`src/rtl/spi_reg_bank_if.sv`:
```
// SPI pin and register-bank output bundle for spi_reg_bank.
// slave faces the peripheral; master faces the driving controller or bench.
interface spi_reg_bank_if #(
  parameter int unsigned NUM_REGS = 8,
  parameter int unsigned ADDR_W   = 7,
  parameter int unsigned DATA_W   = 8
);
  logic                         nCS;
  logic                         SCLK;
  logic                         COPI;
  logic                         cipo;
  logic                         cipo_oe;
  logic [NUM_REGS*DATA_W-1:0]   regs_flat;
  logic                         wr_strobe;
  logic [ADDR_W-1:0]            wr_addr;

  modport slave (
    input  nCS, SCLK, COPI,
    output cipo, cipo_oe, regs_flat, wr_strobe, wr_addr
  );

  modport master (
    output nCS, SCLK, COPI,
    input  cipo, cipo_oe, regs_flat, wr_strobe, wr_addr
  );
endinterface

```
`src/rtl/spi_reg_bank.sv`:
```
// SPI mode-0 register bank: R/W + address + data frames, CIPO read-back,
// and a one-clock write strobe when a well-formed in-range write commits.
module spi_reg_bank #(
  parameter int unsigned NUM_REGS = 8,
  parameter int unsigned ADDR_W   = 7,
  parameter int unsigned DATA_W   = 8
) (
  input  logic             clk,
  input  logic             rst_n,
  spi_reg_bank_if.slave    bus
);

  localparam int unsigned F      = 1 + ADDR_W + DATA_W;
  localparam int unsigned CNT_W  = $clog2(F + 2);
  localparam int unsigned REGS_W = NUM_REGS * DATA_W;

  localparam logic [CNT_W-1:0] CNT_ADDR_END = CNT_W'(1 + ADDR_W);
  localparam logic [CNT_W-1:0] CNT_FRAME    = CNT_W'(F);
  localparam logic [CNT_W-1:0] CNT_SAT      = CNT_W'(F + 1);

  typedef enum logic [1:0] {IDLE, SHIFT, COMMIT} state_e;

  state_e              state_q, state_d;
  logic [CNT_W-1:0]    cnt_q, cnt_d;
  logic [F-1:0]        sin_q, sin_d;
  logic [DATA_W-1:0]   sout_q, sout_d;
  logic                cipo_q, cipo_d;
  logic                cipo_oe_q, cipo_oe_d;
  logic [REGS_W-1:0]   regs_q, regs_d;
  logic                wr_strobe_q, wr_strobe_d;
  logic [ADDR_W-1:0]   wr_addr_q, wr_addr_d;

  logic [1:0] ncs_sync_q, sclk_sync_q, copi_sync_q;
  logic       ncs_prev_q, sclk_prev_q;

  // Two-flop synchronisers plus previous-value flops for edge detection
  always_ff @(posedge clk or negedge rst_n) begin
    if (!rst_n) begin
      ncs_sync_q  <= 2'b11;
      sclk_sync_q <= 2'b00;
      copi_sync_q <= 2'b00;
      ncs_prev_q  <= 1'b1;
      sclk_prev_q <= 1'b0;
    end else begin
      ncs_sync_q  <= {ncs_sync_q[0],  bus.nCS};
      sclk_sync_q <= {sclk_sync_q[0], bus.SCLK};
      copi_sync_q <= {copi_sync_q[0], bus.COPI};
      ncs_prev_q  <= ncs_sync_q[1];
      sclk_prev_q <= sclk_sync_q[1];
    end
  end

  logic ncs_fall, ncs_rise, sclk_rise, sclk_fall, copi_s;
  assign ncs_fall  = ~ncs_sync_q[1] &  ncs_prev_q;
  assign ncs_rise  =  ncs_sync_q[1] & ~ncs_prev_q;
  assign sclk_rise =  sclk_sync_q[1] & ~sclk_prev_q;
  assign sclk_fall = ~sclk_sync_q[1] &  sclk_prev_q;
  assign copi_s    =  copi_sync_q[1];

  logic [F-1:0]      sin_shift;
  logic [ADDR_W-1:0] rd_addr, cm_addr;
  logic [DATA_W-1:0] rd_data, cm_data;
  logic              cm_hit;

  // Read mux and write-address decode; out-of-range addresses match no register
  always_comb begin
    sin_shift = {sin_q[F-2:0], copi_s};
    rd_addr   = sin_shift[ADDR_W-1:0];
    cm_addr   = sin_q[F-2 -: ADDR_W];
    cm_data   = sin_q[DATA_W-1:0];
    rd_data   = '0;
    cm_hit    = 1'b0;
    for (int unsigned i = 0; i < NUM_REGS; i++) begin
      if (rd_addr == ADDR_W'(i)) rd_data = regs_q[i*DATA_W +: DATA_W];
      if (cm_addr == ADDR_W'(i)) cm_hit  = 1'b1;
    end
  end

  always_ff @(posedge clk or negedge rst_n) begin
    if (!rst_n) begin
      state_q     <= IDLE;
      cnt_q       <= '0;
      sin_q       <= '0;
      sout_q      <= '0;
      cipo_q      <= 1'b0;
      cipo_oe_q   <= 1'b0;
      regs_q      <= '0;
      wr_strobe_q <= 1'b0;
      wr_addr_q   <= '0;
    end else begin
      state_q     <= state_d;
      cnt_q       <= cnt_d;
      sin_q       <= sin_d;
      sout_q      <= sout_d;
      cipo_q      <= cipo_d;
      cipo_oe_q   <= cipo_oe_d;
      regs_q      <= regs_d;
      wr_strobe_q <= wr_strobe_d;
      wr_addr_q   <= wr_addr_d;
    end
  end

  always_comb begin
    state_d     = state_q;
    cnt_d       = cnt_q;
    sin_d       = sin_q;
    sout_d      = sout_q;
    cipo_d      = cipo_q;
    cipo_oe_d   = cipo_oe_q;
    regs_d      = regs_q;
    wr_strobe_d = 1'b0;
    wr_addr_d   = wr_addr_q;

    unique case (state_q)
      IDLE: begin
        cipo_d = 1'b0;
        if (ncs_fall) begin
          state_d   = SHIFT;
          cnt_d     = '0;
          sin_d     = '0;
          sout_d    = '0;
          cipo_oe_d = 1'b1;
        end
      end
      SHIFT: begin
        if (ncs_rise) begin
          state_d = COMMIT;
        end else if (sclk_rise) begin
          sin_d = sin_shift;
          if (cnt_q != CNT_SAT) cnt_d = cnt_q + CNT_W'(1);
          // Address just completed on this edge: preload read data
          if (cnt_q == CNT_W'(ADDR_W) && !sin_shift[ADDR_W]) sout_d = rd_data;
        end else if (sclk_fall) begin
          if (cnt_q >= CNT_ADDR_END && cnt_q < CNT_FRAME) begin
            cipo_d = sout_q[DATA_W-1];
            sout_d = {sout_q[DATA_W-2:0], 1'b0};
          end else begin
            cipo_d = 1'b0;
          end
        end
      end
      COMMIT: begin
        state_d   = IDLE;
        cipo_d    = 1'b0;
        cipo_oe_d = 1'b0;
        if (cnt_q == CNT_FRAME && sin_q[F-1] && cm_hit) begin
          for (int unsigned i = 0; i < NUM_REGS; i++) begin
            if (cm_addr == ADDR_W'(i)) regs_d[i*DATA_W +: DATA_W] = cm_data;
          end
          wr_strobe_d = 1'b1;
          wr_addr_d   = cm_addr;
        end
      end
      default: state_d = IDLE;
    endcase
  end

  assign bus.cipo      = cipo_q;
  assign bus.cipo_oe   = cipo_oe_q;
  assign bus.regs_flat = regs_q;
  assign bus.wr_strobe = wr_strobe_q;
  assign bus.wr_addr   = wr_addr_q;

endmodule

```
`src/flat_wrapper.sv`:
```
// flat-port wrapper written by rule: the top's interface ports become plain ports
module spi_reg_bank_flat 
#(
  parameter int unsigned NUM_REGS = 8,
  parameter int unsigned ADDR_W   = 7,
  parameter int unsigned DATA_W   = 8
)
  (clk, rst_n, bus_nCS, bus_SCLK, bus_COPI, bus_cipo, bus_cipo_oe, bus_regs_flat, bus_wr_strobe, bus_wr_addr);
  spi_reg_bank_if #(.NUM_REGS(NUM_REGS), .ADDR_W(ADDR_W), .DATA_W(DATA_W)) bus_i ();
  input  logic clk;
  input  logic rst_n;
  input wire logic [$bits(bus_i.nCS)-1:0] bus_nCS;
  input wire logic [$bits(bus_i.SCLK)-1:0] bus_SCLK;
  input wire logic [$bits(bus_i.COPI)-1:0] bus_COPI;
  output wire logic [$bits(bus_i.cipo)-1:0] bus_cipo;
  output wire logic [$bits(bus_i.cipo_oe)-1:0] bus_cipo_oe;
  output wire logic [$bits(bus_i.regs_flat)-1:0] bus_regs_flat;
  output wire logic [$bits(bus_i.wr_strobe)-1:0] bus_wr_strobe;
  output wire logic [$bits(bus_i.wr_addr)-1:0] bus_wr_addr;
  assign bus_i.nCS = bus_nCS;
  assign bus_i.SCLK = bus_SCLK;
  assign bus_i.COPI = bus_COPI;
  assign bus_cipo = bus_i.cipo;
  assign bus_cipo_oe = bus_i.cipo_oe;
  assign bus_regs_flat = bus_i.regs_flat;
  assign bus_wr_strobe = bus_i.wr_strobe;
  assign bus_wr_addr = bus_i.wr_addr;
  spi_reg_bank #(.NUM_REGS(NUM_REGS), .ADDR_W(ADDR_W), .DATA_W(DATA_W)) u_core (.clk(clk), .rst_n(rst_n), .bus(bus_i));
endmodule
```
`config.mk`:
```
export PLATFORM = sky130hd
export DESIGN_NAME = spi_reg_bank_flat
export DESIGN_NICKNAME = d
export VERILOG_FILES = /design/src/rtl/spi_reg_bank_if.sv /design/src/rtl/spi_reg_bank.sv /design/src/flat_wrapper.sv
export SDC_FILE = /design/constraint.sdc
export NUM_CORES = 1
export LEC_CHECK = 0
export CORE_UTILIZATION = 54
export DETAILED_ROUTE_END_ITERATION = 10
export PLACE_DENSITY = 0.8
export SLEW_MARGIN = 10
export SYNTH_ARGS = -nofsm -noshare
export SYNTH_HDL_FRONTEND = slang
export SYNTH_SLANG_ARGS = --single-unit
```
`constraint.sdc`:
```
create_clock -name clk -period 2.85 [get_ports clk]
set_input_delay 0.4275 -clock clk [delete_from_list [all_inputs] [get_ports clk]]
set_output_delay 0.4275 -clock clk [all_outputs]
set_load 0.02 [all_outputs]
```
=== Word level (Yosys, flattened, before mapping) ===
Index checks and enable logic that the tools add are counted.

* Flip-flop bits (word level): 113
* Input bits: 5
* Output and inout bits: 74
* Word-level logic and storage cells: 132

* $add $sub $neg: 1
* $lt $le $gt $ge: 2
* Equality and inequality tests: 29
* Multiplexer cells: 44
* Bitwise operators: 8
* Reductions and logical operators: 27

{| class="wikitable"
|+ Operators with widths
! kind !! count
|-
| $mux W8 || 14
|-
| $eq A7 B3 Y1 const B || 8
|-
| $mux W16 || 3
|-
| $pmux W16 S2 || 1
|-
| $eq A7 B2 Y1 const B || 4
|-
| $reduce_and A3 Y1 || 8
|-
| $mux W5 || 4
|-
| $pmux W8 S2 || 1
|-
| $mux W1 || 15
|-
| $eq A7 B1 Y1 const B || 2
|-
| $logic_not A7 Y1 || 2
|-
| $ne A2 B1 Y1 const B || 5
|-
| $pmux W5 S2 || 1
|-
| $reduce_and A4 Y1 || 2
|-
| $ne A3 B1 Y1 const B || 2
|-
| $reduce_and A2 Y1 || 3
|-
| $reduce_and A6 Y1 || 1
|-
| $reduce_bool A2 Y1 || 3
|-
| $add A5 B1 Y5 const B || 1
|-
| $eq A5 B3 Y1 const B || 1
|-
| $eq A5 B5 Y1 const B || 1
|-
| $ge A5 B4 Y1 const B || 1
|-
| $lt A5 B5 Y1 const B || 1
|-
| $ne A5 B5 Y1 const B || 1
|-
| other kinds (14) || 26
|}

=== Depth between registers and ports, before layout ===
Gate-level depths: netlist of run 1.

* Word-level depth: 13
* Gate-level depth with buffers: 8

=== Worst setup path before layout of run 1 ===
No wires, ideal clock.

* Path type: register to register
* Start: register u_core.cnt_q[0]
* End: register u_core.regs_q[16], in the netlist u_core.bus.regs_flat[16]
* Library setup time: 0.125 ns
* Data arrival time: 1.972 ns
* Required time: 2.725 ns
* Path slack: 0.753 ns
* Stages on the path, launching flop included: 9
* Buffers on the path: 2
* Period minus slack after synthesis: 2.097 ns
* Cell sequence: dfrtp_1 -> inv_1 -> ha_1 -> and4bb_2 -> nand3_2 -> buf_6 -> or4b_4 -> buf_6 -> mux2_4

* Cells in the longest elaborated chain, start to end: 4

{| class="wikitable"
|+ RTL lines
! item !! RTL line !! RTL
|-
| start, declared || spi_reg_bank.sv:24 || <nowiki>logic [CNT_W-1:0] cnt_q, cnt_d;</nowiki>
|-
| start signal, assigned || spi_reg_bank.sv:92 || <nowiki>cnt_q <= cnt_d;</nowiki>
|-
| $eq A5 B5 Y1 || spi_reg_bank.sv:146 || <nowiki>if (cnt_q == CNT_FRAME && sin_q[F-1] && cm_hit) begin</nowiki>
|-
| $logic_and A1 B1 Y1 (2 in series) || spi_reg_bank.sv:146 ||
|-
| $reduce_and A3 Y1 (no line) || -- ||
|-
| end signal, assigned || spi_reg_bank.sv:97 || <nowiki>regs_q <= regs_d;</nowiki>
|-
| end, declared || spi_reg_bank.sv:29 || <nowiki>logic [REGS_W-1:0] regs_q, regs_d;</nowiki>
|}

Every way passes these cells.
A chain may end at the register's enable or synchronous reset.

=== Worst setup path in the final report of run 1 ===
* Start: register u_core.cnt_q[0]
* End: register u_core.regs_q[12], in the netlist u_core.bus.regs_flat[12]

The elaborated chain is that of the path after synthesis.

==> flow_summary.json, run 1 <==
{
  "max_freq_mhz": 422,
  "htreeDepth": 4,
  "drt_wl_total_mm": 12.8,
  "synthXorXnorAreaFrac_pct": 0,
  "ir_drop_v": 0.000407,
  "routed_via_density": 6.03,
  "stdcell_count": 626,
  "layout_commonest_cell": "dfrtp_1",
  "met2WireLength_mm": 6.36,
  "globalplace.congestion": 0.808,
  "post_cts_buffers": 0,
  "syn_area_um2": 5220,
  "ys_warn_count": 0,
  "synth_compound_area_share_pct": 12.8,
  "synthCells": 412,
  "hold_depth": 1,
  "synth-simple-area-share_pct": 7.86,
  "hold_slack_ns": 0.320,
  "rr_worst_depth": 6,
  "top_layer_used": "met4",
  "drive_above_1_share_pct": 23.3,
  "drt-met1-wl_mm": 5.66,
  "clkTransAtPathRegs_ns": 0.05,
  "antennaDiodeCount": 0,
  "crit_arrival_ns": 2.77,
  "antenna_left": 0,
  "clock_latency_ns": 0.52,
  "muxShareOfSynthArea_pct": 19.7,
  "final_max_slew_viol_count": 0,
  "cp_max_fo": 12,
  "synthAdderAreaFrac_pct": 0.719,
  "synth.top_cell.area_share_pct": 52.7,
  "wl_met3_um": 566,
  "die_w_um": 100,
  "ys_top_cells_by_area": "dfrtp_1 (53%), mux2_2 (12%), mux2i_1 (5.4%)",
  "grt-ovfl-total": 0,
  "layout_common_cells": "dfrtp_1 (110), clkdlybuf4s50_1 (77), mux2_2 (56)",
  "place_area_um2": 6050,
  "post-synth-top-area-cell": "dfrtp_1",
  "antenna_found_initial": 0,
  "crit_type": "flop to flop",
  "dp_hpwl_mm": 8.43,
  "first_iter_violations": 263,
  "maxCapViolCount": 0,
  "die_h_um": 100,
  "power_leakage_uw": 0.00300,
  "first_pass_iters": 5,
  "synth_nets": 420,
  "period_share_pct": 83.1,
  "grt_start_max_net_pins": 49,
  "p_per_area_nw_per_um2": 613,
  "cts_buffer_depth": 2,
  "finalInstanceArea_um2": 6620,
  "postCtsHoldBufs": 1,
  "drt-wirelength-per-cell_um": 20.4,
  "synth.avg_cell_area_um2": 12.7,
  "area_growth_pct": 26.7,
  "fin_crit_ns": 2.37,
  "skew_ns": 0.0152,
  "synth_seq_cells": 113,
  "slew_headroom_pct": 44.0,
  "outcome": "finished, final reports clean",
  "synth-edff-count": 0,
  "fin_setup_tns_ns": 0,
  "grt_pass1_vias": 3707,
  "synthArstFlopShare_pct": 100,
  "tightest_slew_ns": 0.840,
  "cts_root_buf": "clkbuf_8",
  "coreArea_um2": 9280,
  "placedCellCount": 594,
  "grt_pass1_wl_mm": 20.2,
  "power.total_uw": 4060,
  "rsz0062_at_grt": "false",
  "cp_data_required_time_ns": 3.25,
  "startpoint_type": "flop",
  "num_io_pins": 79,
  "end_kind": "flop",
  "hold_viol": 0,
  "cts_sinks": 113,
  "num_rows": 35,
  "grt_use_total_pct": 27.0,
  "drc": 0,
  "ys_seq_area_share_pct": 54.2,
  "setup_violations": 0,
  "synth_top_family_by_area": "multiplexers",
  "start_util_pct": 56.3,
  "cts_resized": 0,
  "place.port_buffers": 78,
  "numCtsBuffers": 17,
  "hold_path_class": "input pin to flop",
  "die-area_um2": 10100,
  "tritoncts": "built",
  "nets": 493,
  "synthFlopType": "dfrtp_1",
  "vias": 3776,
  "synth_cell_types": 60
}
-- flip-flops by register name, summed over array words and instances, names as in the netlist --
register              flops
u_core.cnt_q              5
u_core.sclk_sync_q        2
u_core.bus.cipo           1
u_core.ncs_sync_q         2
u_core.sclk_prev_q        1
u_core.copi_sync_q        2
u_core.bus.cipo_oe        1
u_core.sout_q             8
u_core.sin_q             16
u_core.ncs_prev_q         1
u_core.bus.regs_flat     64
u_core.bus.wr_strobe      1
u_core.bus.wr_addr        7
u_core.state_q            2
-- cell type report --
cell class              instances  area [µm²]
fillers                       668        2670
repair buffers                 88         868
multi-input cells             250        2150
flip-flops and latches        113        2830
clock buffers                  21         439
clock inverters                10         113
well taps                     129         161
inverters                      15        56.3
-- synthesized netlist by cell type (all sizes together), types with 8 or more instances --
cell and number:
a21oi 9, a22o 16, buf 19, clkbuf 14, dfrtp 110, inv 14, mux2 64, mux2i 28
nand2 15, o211ai 8, o21ai 23, o22ai 10
-- per-stage QoR --
step | utilization, % | worst slack [ns]
6_report | 71.3 | 0.481
4_1_cts | 71.3 | 0.453
2_1_floorplan | - | 0.753
3_5_place_dp | 65.2 | 0.509
5_1_grt | 71.3 | 0.353
3_3_place_gp | 65.2 | 0.590
-- kinds of logic after synthesis --
group	Yosys count
AND/OR/NAND/NOR	59
AO/OA/AOI/OAI	96
multiplexers	92
flip-flops	113
buffers and inverters	49
adder cells (fa/ha/maj)	3
-- report_power, final --
part	total, µW	leakage (µW)	switching, µW	internal (µW)
Clock	1980	0.000268	723	1250
Sequential	1760	0.00154	108	1650
Combinational	315	0.00119	198	118
Total	4060	0.00300	1030	3030
-- worst max-delay path, stage by stage, from the launching register on --
cell	delay [ns]
dfrtp_1	0.41
inv_1	0.12
ha_1	0.16
and4bb_2	0.23
nand3_2	0.22
or4b_1	0.76
mux2_2	0.36
-- layer usage --
metal	vias to the layer above	GRT usage, %
met2	128	42.8
met3	21	7.10
met4	0	9.36
met5	-	0
li1	1670	-
met1	1957	36.1
-- path summary, 6_finish.rpt --
path | start | end | slack, ns
max in group asynchronous | rst_n | u_core.bus.regs_flat[18] | 1.65
hold / removal | bus_nCS | u_core.ncs_sync_q[0] | 0.32
setup / recovery | u_core.cnt_q[0] | u_core.bus.regs_flat[12] | 0.48
hold reg to reg | u_core.sclk_sync_q[0] | u_core.sclk_sync_q[1] | 0.35
min in group asynchronous | rst_n | u_core.bus.regs_flat[29] | 0.48
setup reg to reg | u_core.cnt_q[0] | u_core.bus.regs_flat[12] | 0.48
Power figures use the tool's default switching activity.
==> run 2: changes to the inputs <==
CORE_UTILIZATION = 49   (was 54)
PLACE_DENSITY = 0.76   (was 0.8)
clock period = 2.1 ns   (was 2.85 ns; I/O delays follow)
==> flow_summary.json, run 2 (synthesis results as in run 1) <==
{
  "maxCapViolCount": 0,
  "layout_common_cells": "dfrtp_1 (108), clkdlybuf4s50_1 (77), mux2_2 (53)",
  "fill_cells": 770,
  "globalplace.congestion": 0.828,
  "multi_input_area_um2": 2190,
  "final_max_slew_viol_count": 0,
  "htreeDepth": 4,
  "clock_latency_ns": 0.51,
  "use_met2_pct": 39.1,
  "cpPeakStageDelay_ns": 0.63,
  "num_rows": 37,
  "first_pass_iters": 4,
  "drt_wl_total_mm": 13.7,
  "slew_headroom_pct": 63.9,
  "grt_pass1_vias": 3864,
  "regArea_um2": 2830,
  "period_share_pct": 97.9,
  "num_io_pins": 79,
  "cp_max_fo": 8,
  "grt_start_max_net_pins": 45,
  "antenna_left": 0,
  "place_area_um2": 6270,
  "hold_viol": 0,
  "fin_setup_tns_ns": 0,
  "cpMaxStageDelayCell": "or4b_4",
  "hold_path_class": "input pin to flop",
  "numCtsBuffers": 17,
  "area_growth_pct": 33.3,
  "p_per_area_nw_per_um2": 818,
  "startpoint_type": "flop",
  "crit_type": "flop to flop",
  "rsz0062_at_grt": "true",
  "grt-ovfl-total": 0,
  "end_kind": "flop",
  "largest_register_ffs": 64,
  "first_iter_violations": 342,
  "grt_pass1_wl_mm": 21.6,
  "grt_use_total_pct": 26.0,
  "drt-wirelength-per-cell_um": 20.6,
  "power_leakage_uw": 0.00317,
  "drc": 0,
  "start_util_pct": 50.6,
  "critPathBufInv": 1,
  "cts_sinks": 113,
  "critPathTopFamily": "simple AND/OR/NAND/NOR gates",
  "die_h_um": 105,
  "max_freq_mhz": 486,
  "coreArea_um2": 10300,
  "cp_data_required_time_ns": 2.49,
  "tritoncts": "built",
  "crit_path_cell_trace": "inv_2 > ha_4 > and4bb_2 > nand3_4 > or4b_4 > mux2_4",
  "antenna_found_initial": 0,
  "die-area_um2": 11100,
  "crit_arrival_ns": 2.45,
  "finalInstanceArea_um2": 6960,
  "clkTransAtPathRegs_ns": 0.06,
  "skew_ns": 0.00612,
  "routed_via_density": 5.84,
  "nets": 523,
  "grt_busiest_layer": "met2",
  "ir_drop_v": 0.000897,
  "outcome": "finished, final reports clean",
  "layout_commonest_cell": "dfrtp_1",
  "drive_above_1_share_pct": 29.5,
  "fin_crit_ns": 2.06,
  "cts_buffer_depth": 2,
  "grtUsageMet1_pct": 36.4,
  "antennaDiodeCount": 0,
  "place.port_buffers": 78,
  "tightest_slew_ns": 0.528,
  "cts_root_buf": "clkbuf_8",
  "grtUsageMet3_pct": 6.80,
  "dp_hpwl_mm": 9.03,
  "vias": 3881,
  "setup_violations": 0,
  "die_w_um": 105
}
## run 2: stage by stage
step	utilization, %	hold WS, ns	total power [µW]	setup slack [ns]	instances
final	67.4	0.237	5700	0.0438	664
after global routing	67.4	0.209	5890	-0.0157	664
after global placement	60.8	0.281	2900	0.0170	626
after floorplan	-	0.0194	2690	0.00254	412
after CTS	66.6	0.217	5680	0.0216	659
after detailed placement	60.8	0.284	2920	-0.0490	626
## run 2: power breakdown
part	switching, µW	internal, µW
registers	84.8	2250
logic	356	250
clock network	986	1780
total	1430	4270
## run 2: area by class of cell
cell class / instances / share of cell area (%)
inverter: 15 / 0.863
timing repair buffer: 118 / 16.3
tap: 136 / 2.44
multi-input combinational: 250 / 31.5
clock buffer: 23 / 6.70
clock inverter: 9 / 1.53
sequential: 113 / 40.7
## run 2: worst paths after layout
kind / startpoint / depth (start not counted) / to / slack (ns)
min in group asynchronous: rst_n / 2 / u_core.bus.regs_flat[62] / 0.28
max reg2reg: u_core.cnt_q[1] / 6 / u_core.bus.regs_flat[18] / 0.04
max: u_core.cnt_q[1] / 6 / u_core.bus.regs_flat[18] / 0.04
min: bus_nCS / 1 / u_core.ncs_sync_q[0] / 0.24
min reg2reg: u_core.copi_sync_q[0] / 0 / u_core.copi_sync_q[1] / 0.35
max in group asynchronous: rst_n / 3 / u_core.bus.regs_flat[54] / 1.23
## run 2: timing repair
item                                    in CTS  in global routing
gates resized for setup                      4                 14
hold buffers                                 1                  0
pin swaps                                    0                  4
buffers inserted                             0                  5
hold endpoints to repair                    26                  0
endpoints found under the setup margin      18                 61
## run 2: metal layers
metal,vias to the layer above,share of wire (%)
li1,1733,-
met1,1964,45
met2,159,47
met3,25,6.3
met4,0,1.9
met5,-,0
==> run 3: changes to the inputs <==
CAP_MARGIN = 20   (was default)
==> results of run 3 <==
Final layout, timing and power as in run 2 (identical DEF).
